[config.mk]
export PLATFORM = sky130hd
export DESIGN_NAME = product_accumulator
export DESIGN_NICKNAME = d
export VERILOG_FILES = /design/src/rtl/product_accumulator.sv
export SDC_FILE = /design/constraint.sdc
export NUM_CORES = 1
export LEC_CHECK = 0
export CORE_ASPECT_RATIO = 2
export CORE_UTILIZATION = 45
export CTS_CLUSTER_SIZE = 28
export DETAILED_ROUTE_END_ITERATION = 8
export HOLD_SLACK_MARGIN = 0.15
export PLACE_DENSITY = 0.81
export SLEW_MARGIN = 20
export SYNTH_ARGS = -nofsm -noshare
export SYNTH_HDL_FRONTEND = slang
export SYNTH_SLANG_ARGS = --single-unit
[constraint.sdc]
create_clock -name clk -period 3.8 [get_ports clk]
set_clock_uncertainty 0.15 [all_clocks]
set_input_delay 0.76 -clock clk [delete_from_list [all_inputs] [get_ports clk]]
set_output_delay 0.76 -clock clk [all_outputs]
set_load 0.005 [all_outputs]
[src/rtl/product_accumulator.sv]
// Sums LEN unsigned multiplier products into a saturating ACC_W-bit result,
// with valid/ready handshakes on both the product input and the result output.
module product_accumulator #(
  parameter int N     = 8,
  parameter int ACC_W = 24,
  parameter int LEN   = 4
) (
  input  logic                     clk,
  input  logic                     rst_n,
  input  logic                     start,
  input  logic                     p_valid,
  output logic                     p_ready,
  input  logic [2*N-1:0]           p_data,
  output logic                     acc_valid,
  input  logic                     acc_ready,
  output logic [ACC_W-1:0]         acc_data,
  output logic                     acc_ovf,
  output logic                     busy,
  output logic [$clog2(LEN+1)-1:0] term_cnt
);

  localparam int PW = 2 * N;
  localparam int CW = $clog2(LEN + 1);
  localparam logic [CW-1:0] LAST_CNT = CW'(LEN - 1);
  localparam logic [ACC_W-1:0] SAT_VAL = '1;

  generate
    if (ACC_W < PW) begin : g_bad_acc_w
      $error("product_accumulator: ACC_W (%0d) must be >= 2*N (%0d)", ACC_W, PW);
    end
    if (N < 2) begin : g_bad_n
      $error("product_accumulator: N (%0d) must be >= 2", N);
    end
    if (LEN < 1) begin : g_bad_len
      $error("product_accumulator: LEN (%0d) must be >= 1", LEN);
    end
  endgenerate

  typedef enum logic [1:0] {
    IDLE,
    ACCUM,
    DONE
  } state_t;

  state_t state;
  logic accept;
  logic [ACC_W:0] sum;

  assign accept = p_valid && p_ready;

  // One extra bit catches the carry out, which is the saturation trigger.
  assign sum = {1'b0, acc_data} + {{(ACC_W + 1 - PW){1'b0}}, p_data};

  always_ff @(posedge clk or negedge rst_n) begin
    if (!rst_n) begin
      state     <= IDLE;
      acc_data  <= '0;
      acc_ovf   <= 1'b0;
      term_cnt  <= '0;
      p_ready   <= 1'b0;
      acc_valid <= 1'b0;
      busy      <= 1'b0;
    end else begin
      case (state)
        IDLE: begin
          if (start) begin
            state    <= ACCUM;
            acc_data <= '0;
            acc_ovf  <= 1'b0;
            term_cnt <= '0;
            p_ready  <= 1'b1;
            busy     <= 1'b1;
          end
        end

        ACCUM: begin
          if (accept) begin
            term_cnt <= term_cnt + CW'(1);
            // Once saturated, stay pinned at all-ones for the rest of the run.
            if (sum[ACC_W] || acc_ovf) begin
              acc_data <= SAT_VAL;
              acc_ovf  <= 1'b1;
            end else begin
              acc_data <= sum[ACC_W-1:0];
            end
            if (term_cnt == LAST_CNT) begin
              state     <= DONE;
              p_ready   <= 1'b0;
              acc_valid <= 1'b1;
            end
          end
        end

        DONE: begin
          if (acc_ready) begin
            acc_valid <= 1'b0;
            if (start) begin
              state    <= ACCUM;
              acc_data <= '0;
              acc_ovf  <= 1'b0;
              term_cnt <= '0;
              p_ready  <= 1'b1;
            end else begin
              state <= IDLE;
              busy  <= 1'b0;
            end
          end
        end

        default: begin
          state     <= IDLE;
          p_ready   <= 1'b0;
          acc_valid <= 1'b0;
          busy      <= 1'b0;
        end
      endcase
    end
  end

endmodule

Yosys cells after proc, flatten, opt, wreduce, memory -nomap -nowiden
Cells that the tools add are included.

word-level totals
  output and inout bits = 31
  bits in registers = 33
  word-level logic and storage cells = 63

cells by class
  bitwise operators = 2
  add/sub/neg operators = 2
  eq/ne operators = 9
  reductions and logical operators = 10
  muxes and demuxes = 33

operators with widths
  cell                                                             number
  24-bit 2-to-1 mux                                                4
  24-bit case mux with 3 select lines                              1
  24-bit by 16-bit adder with 25-bit output                        1
  4-bit AND reduction                                              4
  1-bit 2-to-1 mux                                                 15
  2-bit inequality test, second input constant                     6
  1-bit case mux with 3 select lines                               4
  3-bit 2-to-1 mux                                                 3
  3-bit case mux with 3 select lines                               1
  2-bit 2-to-1 mux                                                 4
  2-bit case mux with 3 select lines                               1
  3-bit AND reduction                                              2
  3-bit by 1-bit adder with 3-bit output, second input constant    1
  3-bit by 2-bit == test with 1-bit output, second input constant  1
  3-bit nonzero test                                               1
  2-bit by 1-bit == test with 1-bit output, second input constant  1
  2-bit == test, second input constant                             1
  2-bit zero test                                                  1
  1-bit NOT                                                        2
  1-bit logical AND                                                1
  1-bit logical OR                                                 1

Logic depth before layout (Yosys ltp)
Gate-level depths: netlist of the first run.

  word-level depth = 5
  gate-level depth with buffers = 10
  depth with buffers taken out = 9

Least setup slack after synthesis of the first run
OpenSTA, ideal clock, no wires.

  path type = input-to-reg
  start = input p_data[0]
  end = register acc_data[19]
  stages = 10
  arrival time = 2661 ps
  path slack = 863 ps
  data required time = 3525 ps
  library setup time = 125 ps
  cell sequence = ha_1 -> fa_1 -> a21oi_2 -> o211ai_2 -> a211oi_2 -> o21ai_2 -> a21o_2 -> buf_6 -> nor4_4 -> o2bb2ai_1

between the ends
  cells in the longest elaborated chain, start to end = 5

RTL lines
  item                                         RTL line  text
  start: declaration                           13        input logic [2*N-1:0] p_data,
  24-bit by 16-bit adder with 25-bit output *  52        assign sum = {1'b0, acc_data} + {{(ACC_W + 1 - PW){1'b0}}, p_data};
  1-bit logical OR                             80        if (sum[ACC_W] || acc_ovf) begin
  24-bit 2-to-1 mux *                          80
  24-bit 2-to-1 mux *                          77        if (accept) begin
  24-bit case mux with 3 select lines *        64        case (state)
  end signal: assignment                       84        acc_data <= sum[ACC_W-1:0];
  end: declaration                             16        output logic [ACC_W-1:0] acc_data,

Every way passes the cells marked *; elsewhere a longest branch is shown, timed or not. The select of a mux whose other input is x is not followed.
A chain may end at the register's enable or synchronous reset.

Worst setup path after layout of the first run
  start = input p_data[0]
  end = register acc_data[23]

Same word-level chain as after synthesis.

==> metrics.yaml, run 1 <==
job:
  cap_viol_max_count: 0
sta:
  period_share_pct: 88.4
  final-setup-viol-count: 0
  fin_tns_setup_ps: 0
  hold_viol_final: 0
  timing.fmax_mhz: 298
  worst_setup_slack_final_ps: 442
  worst_pin_slew_ps: 641
  timing.final.crit_period_ps: 3360
  timing.slew.headroom_pct: 57.1
  final-max-slew-violation-count: 0
  rsz_0062_raised_after_global_routing: "false"
  hold_ws_ps: 358
pwr:
  netSwitchingFraction_pct: 43.1
  total_switching_power_uw: 989
  totalPowerFinal_mw: 2.29
  static-leakage-power_nw: 1.24
  power_density_nw_per_um2: 767
  vdd_drop_max_mv: 0.500
  power_report.internal_total_mw: 1.30
  sequentialPowerShare_pct: 26.7
  combinationalPowerShare_pct: 60.5
  p_clk_share_pct: 12.8
cts:
  cts_setup_buffers: 0
  cts.hold.buffers_added: 0
  post_cts.resized_instances: 0
  cts.sinks: 33
  clk_root_buffer_cell: "sky130_fd_sc_hd__clkbuf_8"
  clkSlewWorstSetupHoldPaths_ps: 70
  clkLatencyLatePin_ps: 290
  htree_levels: 2
  cts_made_buffers: 5
  cts_tree: "built"
  clk_path_buf_depth: 2
worst_setup_path:
  critical-path-slowest-cell: "sky130_fd_sc_hd__fa_1"
  worst-endpoint-arrival_ps: 3370
  critical_path.reg2reg.startpoint: "acc_data[0]"
  crit_required_ps: 3810
  setup.worst_path.end_class: "register"
  critPathLaunch: "p_data[0]"
  crit_path_cell_trace: "clkdlybuf4s50_1 > ha_1 > fa_1 > a21oi_2 > o211ai_2 > a211oi_2 > o21ai_2 > a21o_2 > o41ai_1 > nor3_1"
  critPathLaunchType: "primary input"
  criticalPathCategory: "in2reg"
  critPathMaxStageDelay_ps: 420
  critical_path_peak_fanout: 13
  category_of_cells_accounting_for_the_largest_share_of_critical_path_delay: "compound AO/OA/AOI/OAI gates"
  timing.critical_path.buf_inv: 1
logic_synthesis:
  synth_area_um2: 2310
  syn-mean-instance-area_um2: 8.94
  synth-edff-count: 0
  proportion_of_synthesized_flip_flops_having_asynchronous_set_or_reset_pct: 100
  post_synth_inst_count: 258
  yosys_most_used_dff: "sky130_fd_sc_hd__dfrtp_1"
  yosysWarnings: 0
  synth_seq_cells: 33
  synth.lib_cells_used.distinct: 53
  ys_seq_area_share_pct: 35.8
  syn-num-nets: 298
min_path:
  timing.hold.worst.start: "acc_data[10]"
  worstHoldPathType: "reg2reg"
global_route:
  busiest_layer_in_global_routing: "met2"
  gr-usage-met1_pct: 26.5
  grt_start_max_net_pins: 34
  first_global_vias: 2136
  met2_resource_use_gr_pct: 43.5
  grt_pass1_wl_mm: 9.69
  initial_antenna_violation_count: 0
  grtUsageTotal_pct: 23.9
  met3_use_gr_pct: 3.36
  grt_remaining_overflow: 0
finish:
  layout.nets: 353
  diodes: 0
  design_area_um2: 2990
  layoutNonFillerInstCount: 371
  fillers: 422
  layout_cells_sized_above_1_pct: 10.8
  finish.utilization_pct: 60.9
  syn_to_final_growth_pct: 29.6
floorplan:
  chipWidth_um: 52.6
  core_um2: 4910
  initial_utilization_pct: 47.0
  num_ports: 52
  placementRows: 36
  fp.dieArea_um2: 5430
  die_y_um: 103
placement:
  dpl.hpwl_mm: 4.39
  globalplace.congestion: 0.882
  dpl_cell_area_um2: 2890
  port_buffers: 51
  pre_cts_slack_ps: 170
  placed_cells_incl_taps: 363
route:
  routed_wl_mm: 5.86
  wire_per_inst_um: 15.8
  route.detailed.drc: 0
  ant_nets: 0
  drt-initial-drc-count: 44
  detailed_router_iteration_count_before_antenna_repair: 4
  dr_total_vias: 2188
  detail_route.vias_per_cell: 5.90
outcome:
  outcome: "finished clean"
==> registers in the layout, summed over array words and instances (netlist names) <==
register and flops:
state 2, acc_ovf 1, acc_data 24, term_cnt 3, p_ready 1, busy 1
acc_valid 1
==> power by group through the flow <==
| stage | Clock [mW] | Sequential (mW) | Combinational, mW |
|---|---|---|---|
| floorplan | 0 | 0.601 | 0.898 |
| global placement | 0 | 0.613 | 1.34 |
| detailed placement | 0 | 0.617 | 1.38 |
| CTS | 0.299 | 0.611 | 1.39 |
| global route | 0.315 | 0.627 | 1.55 |
| finish | 0.294 | 0.611 | 1.39 |
==> placed cells by master, fill, tap and decap left out, types with 8 or more instances in the layout <==
| cell | synthesis | routed |
|---|---|---|
| sky130_fd_sc_hd__a21oi_1 | 31 | 31 |
| sky130_fd_sc_hd__nor2_1 | 19 | 19 |
| sky130_fd_sc_hd__o21ai_0 | 22 | 21 |
| sky130_fd_sc_hd__nand2_1 | 29 | 29 |
| sky130_fd_sc_hd__clkdlybuf4s50_1 | 0 | 51 |
| sky130_fd_sc_hd__ha_1 | 18 | 18 |
| sky130_fd_sc_hd__o21ai_1 | 7 | 8 |
| sky130_fd_sc_hd__dfrtp_1 | 33 | 33 |
==> synthesized netlist by cell type, types with 2 or more instances <==
cell type	number	share of area, %
sky130_fd_sc_hd__nor2_2	2	0.54
sky130_fd_sc_hd__o21ai_0	22	4.8
sky130_fd_sc_hd__nor3_1	3	0.65
sky130_fd_sc_hd__a22o_1	2	0.76
sky130_fd_sc_hd__o21ai_1	7	1.5
sky130_fd_sc_hd__nor3_2	3	1.3
sky130_fd_sc_hd__dfrtp_1	33	36
sky130_fd_sc_hd__nor2b_1	2	0.54
sky130_fd_sc_hd__and3_1	3	0.81
sky130_fd_sc_hd__xor2_1	6	2.3
sky130_fd_sc_hd__nand2b_1	2	0.54
sky130_fd_sc_hd__clkbuf_1	6	0.98
sky130_fd_sc_hd__a21oi_2	5	1.9
sky130_fd_sc_hd__a31oi_1	5	1.4
sky130_fd_sc_hd__nor2_1	19	3.1
sky130_fd_sc_hd__a311oi_1	2	0.76
sky130_fd_sc_hd__o21a_1	3	0.98
sky130_fd_sc_hd__a21oi_1	31	6.7
sky130_fd_sc_hd__ha_1	18	9.8
sky130_fd_sc_hd__o22ai_1	2	0.54
sky130_fd_sc_hd__inv_1	7	1.1
sky130_fd_sc_hd__xnor2_1	7	2.7
sky130_fd_sc_hd__nand3b_1	2	0.65
sky130_fd_sc_hd__nand3_1	7	1.5
sky130_fd_sc_hd__o31a_1	2	0.76
sky130_fd_sc_hd__a211oi_2	2	1.1
sky130_fd_sc_hd__nand2_1	29	4.7
==> worst register-to-register path, cell delays in order (launching register included) <==
cell and delay [ps]:
sky130_fd_sc_hd__dfrtp_1 400, sky130_fd_sc_hd__ha_1 220, sky130_fd_sc_hd__fa_1 420, sky130_fd_sc_hd__a21oi_2 220, sky130_fd_sc_hd__o211ai_2 140, sky130_fd_sc_hd__a211oi_2 270, sky130_fd_sc_hd__o21ai_2 140, sky130_fd_sc_hd__a21o_2 320
sky130_fd_sc_hd__o41ai_1 360, sky130_fd_sc_hd__nor3_1 90
==> routing by layer <==
metal,up-vias,wire [um]
met2,49,3310
met3,13,173
met5,-,0
met4,0,147
met1,1064,2230
li1,1062,-
==> path summary, 6_finish.rpt <==
| path | to | cells after the start | slack [ps] |
|---|---|---|---|
| max reg2reg | acc_data[23] | 9 | 930 |
| max | acc_data[23] | 10 | 440 |
| min | acc_data[10] | 2 | 360 |
| max in group asynchronous | acc_data[13] | 2 | 2460 |
| min in group asynchronous | acc_valid | 2 | 730 |
| min reg2reg | acc_data[10] | 2 | 360 |
==> final cells by class <==
class	instances	area (um2)	area share, %
repair buffers	56	548	18.3
well taps	57	71.3	2.38
multi-input cells	210	1420	47.4
inverters	7	26.3	0.879
clock buffers	7	96.3	3.22
clock inverters	1	5.00	0.167
flip-flops and latches	33	826	27.6
==> cell families (layout without fill, tap and decap cells) <==
family	count (synthesis)	count (layout)	synth area share, %
adders and majority gates	19	19	10.6
and+or+nand+nor	80	80	17.9
buffers and inverters	15	71	2.77
DFF	33	33	35.8
AOI/OAI and AO/OA	98	98	27.9
xor gates and xnor gates	13	13	4.93
(Power assumes the default switching activity.)
==> run 2: changes to the inputs <==
--- a/config.mk
+++ b/config.mk
@@ -10,7 +10,9 @@
 export CTS_CLUSTER_SIZE = 28
 export DETAILED_ROUTE_END_ITERATION = 8
 export HOLD_SLACK_MARGIN = 0.15
+export MAX_ROUTING_LAYER = met4
 export PLACE_DENSITY = 0.81
+export REMOVE_ABC_BUFFERS = 1
 export SLEW_MARGIN = 20
 export SYNTH_ARGS = -nofsm -noshare
 export SYNTH_HDL_FRONTEND = slang
==> run 2 against run 1 <==
Die area did not move. Total power fell by 0.47%. Setup slack improved by 1.2 ps. Routed wire length fell by 2.0%. Register-to-register slack barely moved. Cell count rose by 0.27%. Worst hold slack got worse by 0.81 ps. Clock power rose by 1%. Flip-flop and latch count did not move. Critical endpoint is now acc_data[18]. Largest cell class unchanged. Highest routed layer unchanged.
==> metrics.yaml, run 2 (same netlist as run 1, synthesis figures left out) <==
global_route:
  grt_pass1_wl_mm: 9.48  # was 9.69 mm
  grtUsageTotal_pct: 23.9  # about the same
  grt_start_max_net_pins: 34  # unchanged
  initial_antenna_violation_count: 0  # unchanged
  grt_remaining_overflow: 0  # unchanged
  first_global_vias: 2102  # was 2136
worst_setup_path:
  criticalPathCategory: "in2reg"  # unchanged
  crit_path_cell_trace: "clkdlybuf4s50_1 > ha_1 > fa_1 > a21oi_2 > o211ai_2 > a211oi_2 > o21ai_2 > a21o_2 > a311oi_1 > nor3_2"  # was clkdlybuf4s50_1 > ha_1 > fa_1 > a21oi_2 > o211ai_2 > a211oi_2 > o21ai_2 > a21o_2 > o41ai_1 > nor3_1
  worstSetupEndpoint: "acc_data[18]"  # was acc_data[23]
  critPathMaxStageDelay_ps: 420  # about the same
  critPathLaunch: "p_data[0]"  # unchanged
  critical_path.reg2reg.startpoint: "acc_data[0]"  # unchanged
  critPathLaunchType: "primary input"  # unchanged
  crit_required_ps: 3820  # was 3810 ps
  timing.critical_path.buf_inv: 1  # unchanged
  critical_path_depth: 10  # unchanged
  regToRegSetupSlack_ps: 930  # about the same
  critical_path_peak_fanout: 13  # unchanged
  timing.reg2reg.worst_path_depth: 9  # unchanged
  crit-reg2reg-capture: "acc_data[18]"  # was acc_data[23]
  critical-path-slowest-cell: "sky130_fd_sc_hd__fa_1"  # unchanged
  setup.worst_path.end_class: "register"  # unchanged
  category_of_cells_accounting_for_the_largest_share_of_critical_path_delay: "compound AO/OA/AOI/OAI gates"  # unchanged
  worst-endpoint-arrival_ps: 3370  # about the same
sta:
  period_share_pct: 88.3  # was 88.4%
  fin_tns_setup_ps: 0  # unchanged
  hold_viol_final: 0  # unchanged
  timing.slew.headroom_pct: 58.2  # was 57.1%
  worst_pin_slew_ps: 626  # was 641 ps
  rsz_0062_raised_after_global_routing: "false"  # unchanged
  timing.final.crit_period_ps: 3360  # about the same
  hold_ws_ps: 357  # was 358 ps
  final-setup-viol-count: 0  # unchanged
  worst_setup_slack_final_ps: 443  # was 442 ps
  final-max-slew-violation-count: 0  # unchanged
  timing.fmax_mhz: 298  # about the same
pwr:
  power_density_nw_per_um2: 761  # was 767 nW/um2
  vdd_drop_max_mv: 0.471  # was 0.500 mV
  static-leakage-power_nw: 1.25  # was 1.24 nW
finish:
  sequential_cell_area_um2: 826  # unchanged
  diodes: 0  # unchanged
  syn_to_final_growth_pct: 29.9  # was 29.6%
  largest_register: "acc_data"  # unchanged
  largestRegisters: "acc_data x24, term_cnt x3, state x2"  # unchanged
  most_common_cell_after_layout_fill_and_taps_aside: "sky130_fd_sc_hd__clkdlybuf4s50_1"  # unchanged
  fillers: 436  # was 422
  layout_cells_sized_above_1_pct: 11.1  # was 10.8%
  layout.nets: 354  # was 353
  mostFrequentLayoutCells: "sky130_fd_sc_hd__clkdlybuf4s50_1, sky130_fd_sc_hd__dfrtp_1, sky130_fd_sc_hd__a21oi_1"  # unchanged
  area_taken_by_multi_input_logic_gates_um2: 1420  # unchanged
  largest_register_ffs: 24  # unchanged
  layoutNonFillerInstCount: 372  # was 371
  design_area_um2: 3000  # was 2990 um2
cts:
  htree_levels: 2  # unchanged
  clkLatencyLatePin_ps: 290  # about the same
  cts_made_buffers: 5  # unchanged
  cts.hold.buffers_added: 0  # unchanged
  clkSlewWorstSetupHoldPaths_ps: 70  # about the same
  clk_root_buffer_cell: "sky130_fd_sc_hd__clkbuf_8"  # unchanged
  post_cts.resized_instances: 0  # unchanged
  clk_path_buf_depth: 2  # unchanged
  cts.sinks: 33  # unchanged
  cts_tree: "built"  # unchanged
  cts_setup_buffers: 0  # unchanged
route:
  drt-initial-drc-count: 45  # was 44
  route.detailed.drc: 0  # unchanged
  dr_total_vias: 2196  # was 2188
  ant_nets: 0  # unchanged
  wire_per_inst_um: 15.4  # was 15.8 um
  detail_route.vias_per_cell: 5.90  # about the same
  detailed_router_iteration_count_before_antenna_repair: 5  # was 4
  routed_wl_mm: 5.74  # was 5.86 mm
floorplan:
  chipWidth_um: 52.6  # unchanged
  num_ports: 52  # unchanged
  placementRows: 36  # unchanged
  die_y_um: 103  # unchanged
  fp.dieArea_um2: 5430  # unchanged
  core_um2: 4910  # unchanged
  initial_utilization_pct: 47.0  # unchanged
placement:
  placed_cells_incl_taps: 364  # was 363
  dpl_cell_area_um2: 2900  # was 2890 um2
  dpl.hpwl_mm: 4.18  # was 4.39 mm
  pre_cts_slack_ps: 150  # was 170 ps
  globalplace.congestion: 0.896  # was 0.882
  port_buffers: 51  # unchanged
min_path:
  worstHoldPathType: "reg2reg"  # unchanged
outcome:
  outcome: "finished clean"  # unchanged
job:
  cap_viol_max_count: 0  # unchanged
==> run 2: cell count changes in the layout (fill, tap and decap cells not counted), sizes merged <==
cell and change:
buf +1
==> run 2: layer usage <==
layer | GRT usage, % | part of all wire (%)
met1 | 26.3 | 39
met5 | - | 0
met2 | 42.6 | 55
met4 | 7.69 | 1.6
met3 | 3.51 | 4.6
==> run 2: through the flow <==
stage | power [mW] | util, %
2_1_floorplan | 1.49 | -
3_3_place_gp | 1.95 | 59.0
3_5_place_dp | 1.98 | 59.0
4_1_cts | 2.29 | 61.1
5_1_grt | 2.48 | 61.1
6_report | 2.28 | 61.1
==> run 2: worst register-to-register path: stages (launching register included) <==
cell,delay [ps]
sky130_fd_sc_hd__dfrtp_1,400
sky130_fd_sc_hd__ha_1,210
sky130_fd_sc_hd__fa_1,420
sky130_fd_sc_hd__a21oi_2,210
sky130_fd_sc_hd__o211ai_2,140
sky130_fd_sc_hd__a211oi_2,290
sky130_fd_sc_hd__o21ai_2,150
sky130_fd_sc_hd__a21o_2,330
sky130_fd_sc_hd__a311oi_1,360
sky130_fd_sc_hd__nor3_2,90
==> run 2: cell type report <==
cell class | instances | share of cell area [%]
Clock buffer | 7 | 3.21
Clock inverter | 1 | 0.167
Inverter | 7 | 0.876
Multi-Input combinational cell | 210 | 47.3
Sequential cell | 33 | 27.5
Tap cell | 57 | 2.38
Timing Repair Buffer | 57 | 18.5
==> run 2: worst min-delay path by stage <==
| stage | depth (start not counted) | slack (ps) | endpoint | startpoint |
|---|---|---|---|---|
| finish | 2 | 360 | acc_data[10] | acc_data[10] |
| global route | 2 | 410 | term_cnt[2] | term_cnt[2] |
| CTS | 2 | 370 | acc_data[10] | acc_data[10] |
| detailed placement | 2 | 350 | acc_data[10] | acc_data[10] |
| global placement | 2 | 340 | acc_valid | acc_valid |
| floorplan | 0 | 310 | acc_data[0] | rst_n |
==> run 2: where the power goes <==
| part | switching (mW) | leakage, nW | internal, mW |
|---|---|---|---|
| combinational | 0.714 | 0.786 | 0.660 |
| clock | 0.135 | 0.0542 | 0.164 |
| sequential | 0.126 | 0.406 | 0.483 |
| total | 0.975 | 1.25 | 1.31 |
==> run 3: changes to the inputs <==
--- a/config.mk
+++ b/config.mk
@@ -6,12 +6,12 @@
 export NUM_CORES = 1
 export LEC_CHECK = 0
 export CORE_ASPECT_RATIO = 2
-export CORE_UTILIZATION = 45
+export CORE_UTILIZATION = 40
 export CTS_CLUSTER_SIZE = 28
 export DETAILED_ROUTE_END_ITERATION = 8
 export HOLD_SLACK_MARGIN = 0.15
 export MAX_ROUTING_LAYER = met4
-export PLACE_DENSITY = 0.81
+export PLACE_DENSITY = 0.74
 export REMOVE_ABC_BUFFERS = 1
 export SLEW_MARGIN = 20
 export SYNTH_ARGS = -nofsm -noshare
==> run 3 against run 2 <==
Largest power group unchanged. Sequential power down 0.8%. Routed wire length down 1.4%. Via count down 3.0%. Clock power down 2%. Largest cell class unchanged. Global-route usage down 3.8 points. Critical path depth unchanged. Register-to-register slack worse by 30 ps.
==> metrics.yaml, run 3 (same netlist as run 1, synthesis figures left out) <==
worst_setup_path:
  worst-endpoint-arrival_ps: 3410  # was 3370 ps
  criticalPathCategory: "in2reg"  # unchanged
  crit_required_ps: 3810  # was 3820 ps
  critPathMaxStageDelay_ps: 420  # about the same
  setup.worst_path.end_class: "register"  # unchanged
  crit_path_cell_trace: "clkdlybuf4s50_1 > ha_1 > fa_1 > a21oi_2 > o211ai_2 > a211oi_2 > o21ai_2 > a21o_2 > a311oi_1 > nor3_2"  # unchanged
  critPathLaunchType: "primary input"  # unchanged
  regToRegSetupSlack_ps: 900  # was 930 ps
  critical_path_peak_fanout: 13  # unchanged
  timing.reg2reg.worst_path_depth: 9  # unchanged
  critical-path-slowest-cell: "sky130_fd_sc_hd__fa_1"  # unchanged
min_path:
  worstHoldPathType: "reg2reg"  # unchanged
  timing.hold.worst_path_depth: 2  # unchanged
pwr:
  netSwitchingFraction_pct: 42.4  # was 42.7%
  total_switching_power_uw: 957  # was 975 uW
  p_clk_share_pct: 12.9  # was 13.1%
  power_report.internal_total_mw: 1.30  # was 1.31 mW
  sequentialPowerShare_pct: 26.8  # was 26.7%
  combinationalPowerShare_pct: 60.3  # was 60.2%
  vdd_drop_max_mv: 0.582  # was 0.471 mV
  static-leakage-power_nw: 1.24  # was 1.25 nW
  totalPowerFinal_mw: 2.26  # was 2.28 mW
  power_density_nw_per_um2: 755  # was 761 nW/um2
finish:
  largest_register: "acc_data"  # unchanged
  diodes: 0  # unchanged
  layout.nets: 353  # was 354
  fillers: 506  # was 436
  mostFrequentLayoutCells: "sky130_fd_sc_hd__clkdlybuf4s50_1, sky130_fd_sc_hd__dfrtp_1, sky130_fd_sc_hd__a21oi_1"  # unchanged
  largestRegisters: "acc_data x24, term_cnt x3, state x2"  # unchanged
  finish.utilization_pct: 54.8  # was 61.1%
  syn_to_final_growth_pct: 29.8  # was 29.9%
  largest_register_ffs: 24  # unchanged
  most_common_cell_after_layout_fill_and_taps_aside: "sky130_fd_sc_hd__clkdlybuf4s50_1"  # unchanged
  layout_cells_sized_above_1_pct: 10.8  # was 11.1%
  layoutNonFillerInstCount: 374  # was 372
floorplan:
  core_um2: 5470  # was 4910 um2
  fp.dieArea_um2: 6090  # was 5430 um2
  chipWidth_um: 55.7  # was 52.6 um
  die_y_um: 109  # was 103 um
  placementRows: 38  # was 36
  num_ports: 52  # unchanged
  initial_utilization_pct: 42.2  # was 47.0%
sta:
  timing.fmax_mhz: 294  # was 298 MHz
  hold_viol_final: 0  # unchanged
  final-max-slew-violation-count: 0  # unchanged
  timing.final.crit_period_ps: 3400  # was 3360 ps
  period_share_pct: 89.5  # was 88.3%
  timing.slew.headroom_pct: 52.8  # was 58.2%
  worst_pin_slew_ps: 705  # was 626 ps
  worst_setup_slack_final_ps: 400  # was 443 ps
  final-setup-viol-count: 0  # unchanged
  rsz_0062_raised_after_global_routing: "false"  # unchanged
  fin_tns_setup_ps: 0  # unchanged
route:
  ant_nets: 0  # unchanged
  detail_route.vias_per_cell: 5.70  # was 5.90
  detailed_router_iteration_count_before_antenna_repair: 4  # was 5
  drt-initial-drc-count: 51  # was 45
  route.detailed.drc: 0  # unchanged
  wire_per_inst_um: 15.1  # was 15.4 um
  routed_wl_mm: 5.66  # was 5.74 mm
  dr_total_vias: 2131  # was 2196
global_route:
  initial_antenna_violation_count: 0  # unchanged
  met3_use_gr_pct: 2.59  # was 3.51%
  gr-usage-met1_pct: 21.9  # was 26.3%
  met2_resource_use_gr_pct: 37.2  # was 42.6%
  grtUsageTotal_pct: 20.0  # was 23.9%
  busiest_layer_in_global_routing: "met2"  # unchanged
  first_global_vias: 2093  # was 2102
  grt_remaining_overflow: 0  # unchanged
  grt_start_max_net_pins: 34  # unchanged
  grt_pass1_wl_mm: 9.45  # was 9.48 mm
placement:
  port_buffers: 51  # unchanged
  dpl.hpwl_mm: 4.19  # was 4.18 mm
  placed_cells_incl_taps: 366  # was 364
  pre_cts_slack_ps: 170  # was 150 ps
  globalplace.congestion: 0.922  # was 0.896
cts:
  cts_tree: "built"  # unchanged
  clkLatencyLatePin_ps: 280  # was 290 ps
  cts.sinks: 33  # unchanged
  clk_root_buffer_cell: "sky130_fd_sc_hd__clkbuf_8"  # unchanged
  cts.hold.buffers_added: 0  # unchanged
  clkSlewWorstSetupHoldPaths_ps: 70  # about the same
  post_cts.resized_instances: 0  # unchanged
  clk_path_buf_depth: 2  # unchanged
  cts_made_buffers: 5  # unchanged
  cts_setup_buffers: 0  # unchanged
  htree_levels: 2  # unchanged
outcome:
  outcome: "finished clean"  # unchanged
job:
  cap_viol_max_count: 0  # unchanged
[run 3: cell types whose count changed in the layout (fill, tap and decap cells not counted), sizes merged]
cell | before | now
buf | 6 | 5
[run 3: power by group through the flow]
stage                     Combinational (mW)  Sequential [mW]  Clock (mW)
after detailed placement                1.36            0.613           0
after CTS                               1.37            0.607       0.299
after global placement                  1.34            0.610           0
after floorplan                        0.887            0.601           0
final                                   1.36            0.604       0.292
after global routing                    1.52            0.624       0.310
[run 3: per-stage QoR]
step	cell area, um2	hold slack, ps
finish	2990	358
global placement	2890	335
CTS	2990	355
detailed placement	2890	340
global route	2990	385
floorplan	2270	312
[run 3: cell type report]
cell class	count	area, um2	share of cell area [%]
clock buffer	7	96.3	3.22
clock inverter	1	5.00	0.167
inverter	7	26.3	0.878
multi-input combinational	210	1420	47.3
sequential	33	826	27.6
tap	60	75.1	2.51
timing repair buffer	56	548	18.3
[run 3: layer usage]
layer  wire length, um  vias up
met4                80        0
met2              3060       50
met1              2350     1016
li1                  -     1058
met5                 0        -
met3               173        7
[run 3: worst paths after layout]
path	start	endpoint
max	p_data[0]	acc_data[18]
min	acc_valid	acc_valid
max reg2reg	acc_data[0]	acc_data[18]
min reg2reg	acc_valid	acc_valid
max in group asynchronous	rst_n	acc_data[22]
min in group asynchronous	rst_n	acc_data[2]
[run 3: worst max-delay path, delay by kind of cell]
| kind | cells | cell delay [ps] |
|---|---|---|
| simple gates | 1 | 80 |
| compound gates | 6 | 1510 |
| buf+inv | 1 | 410 |
| fa+ha+maj | 2 | 650 |
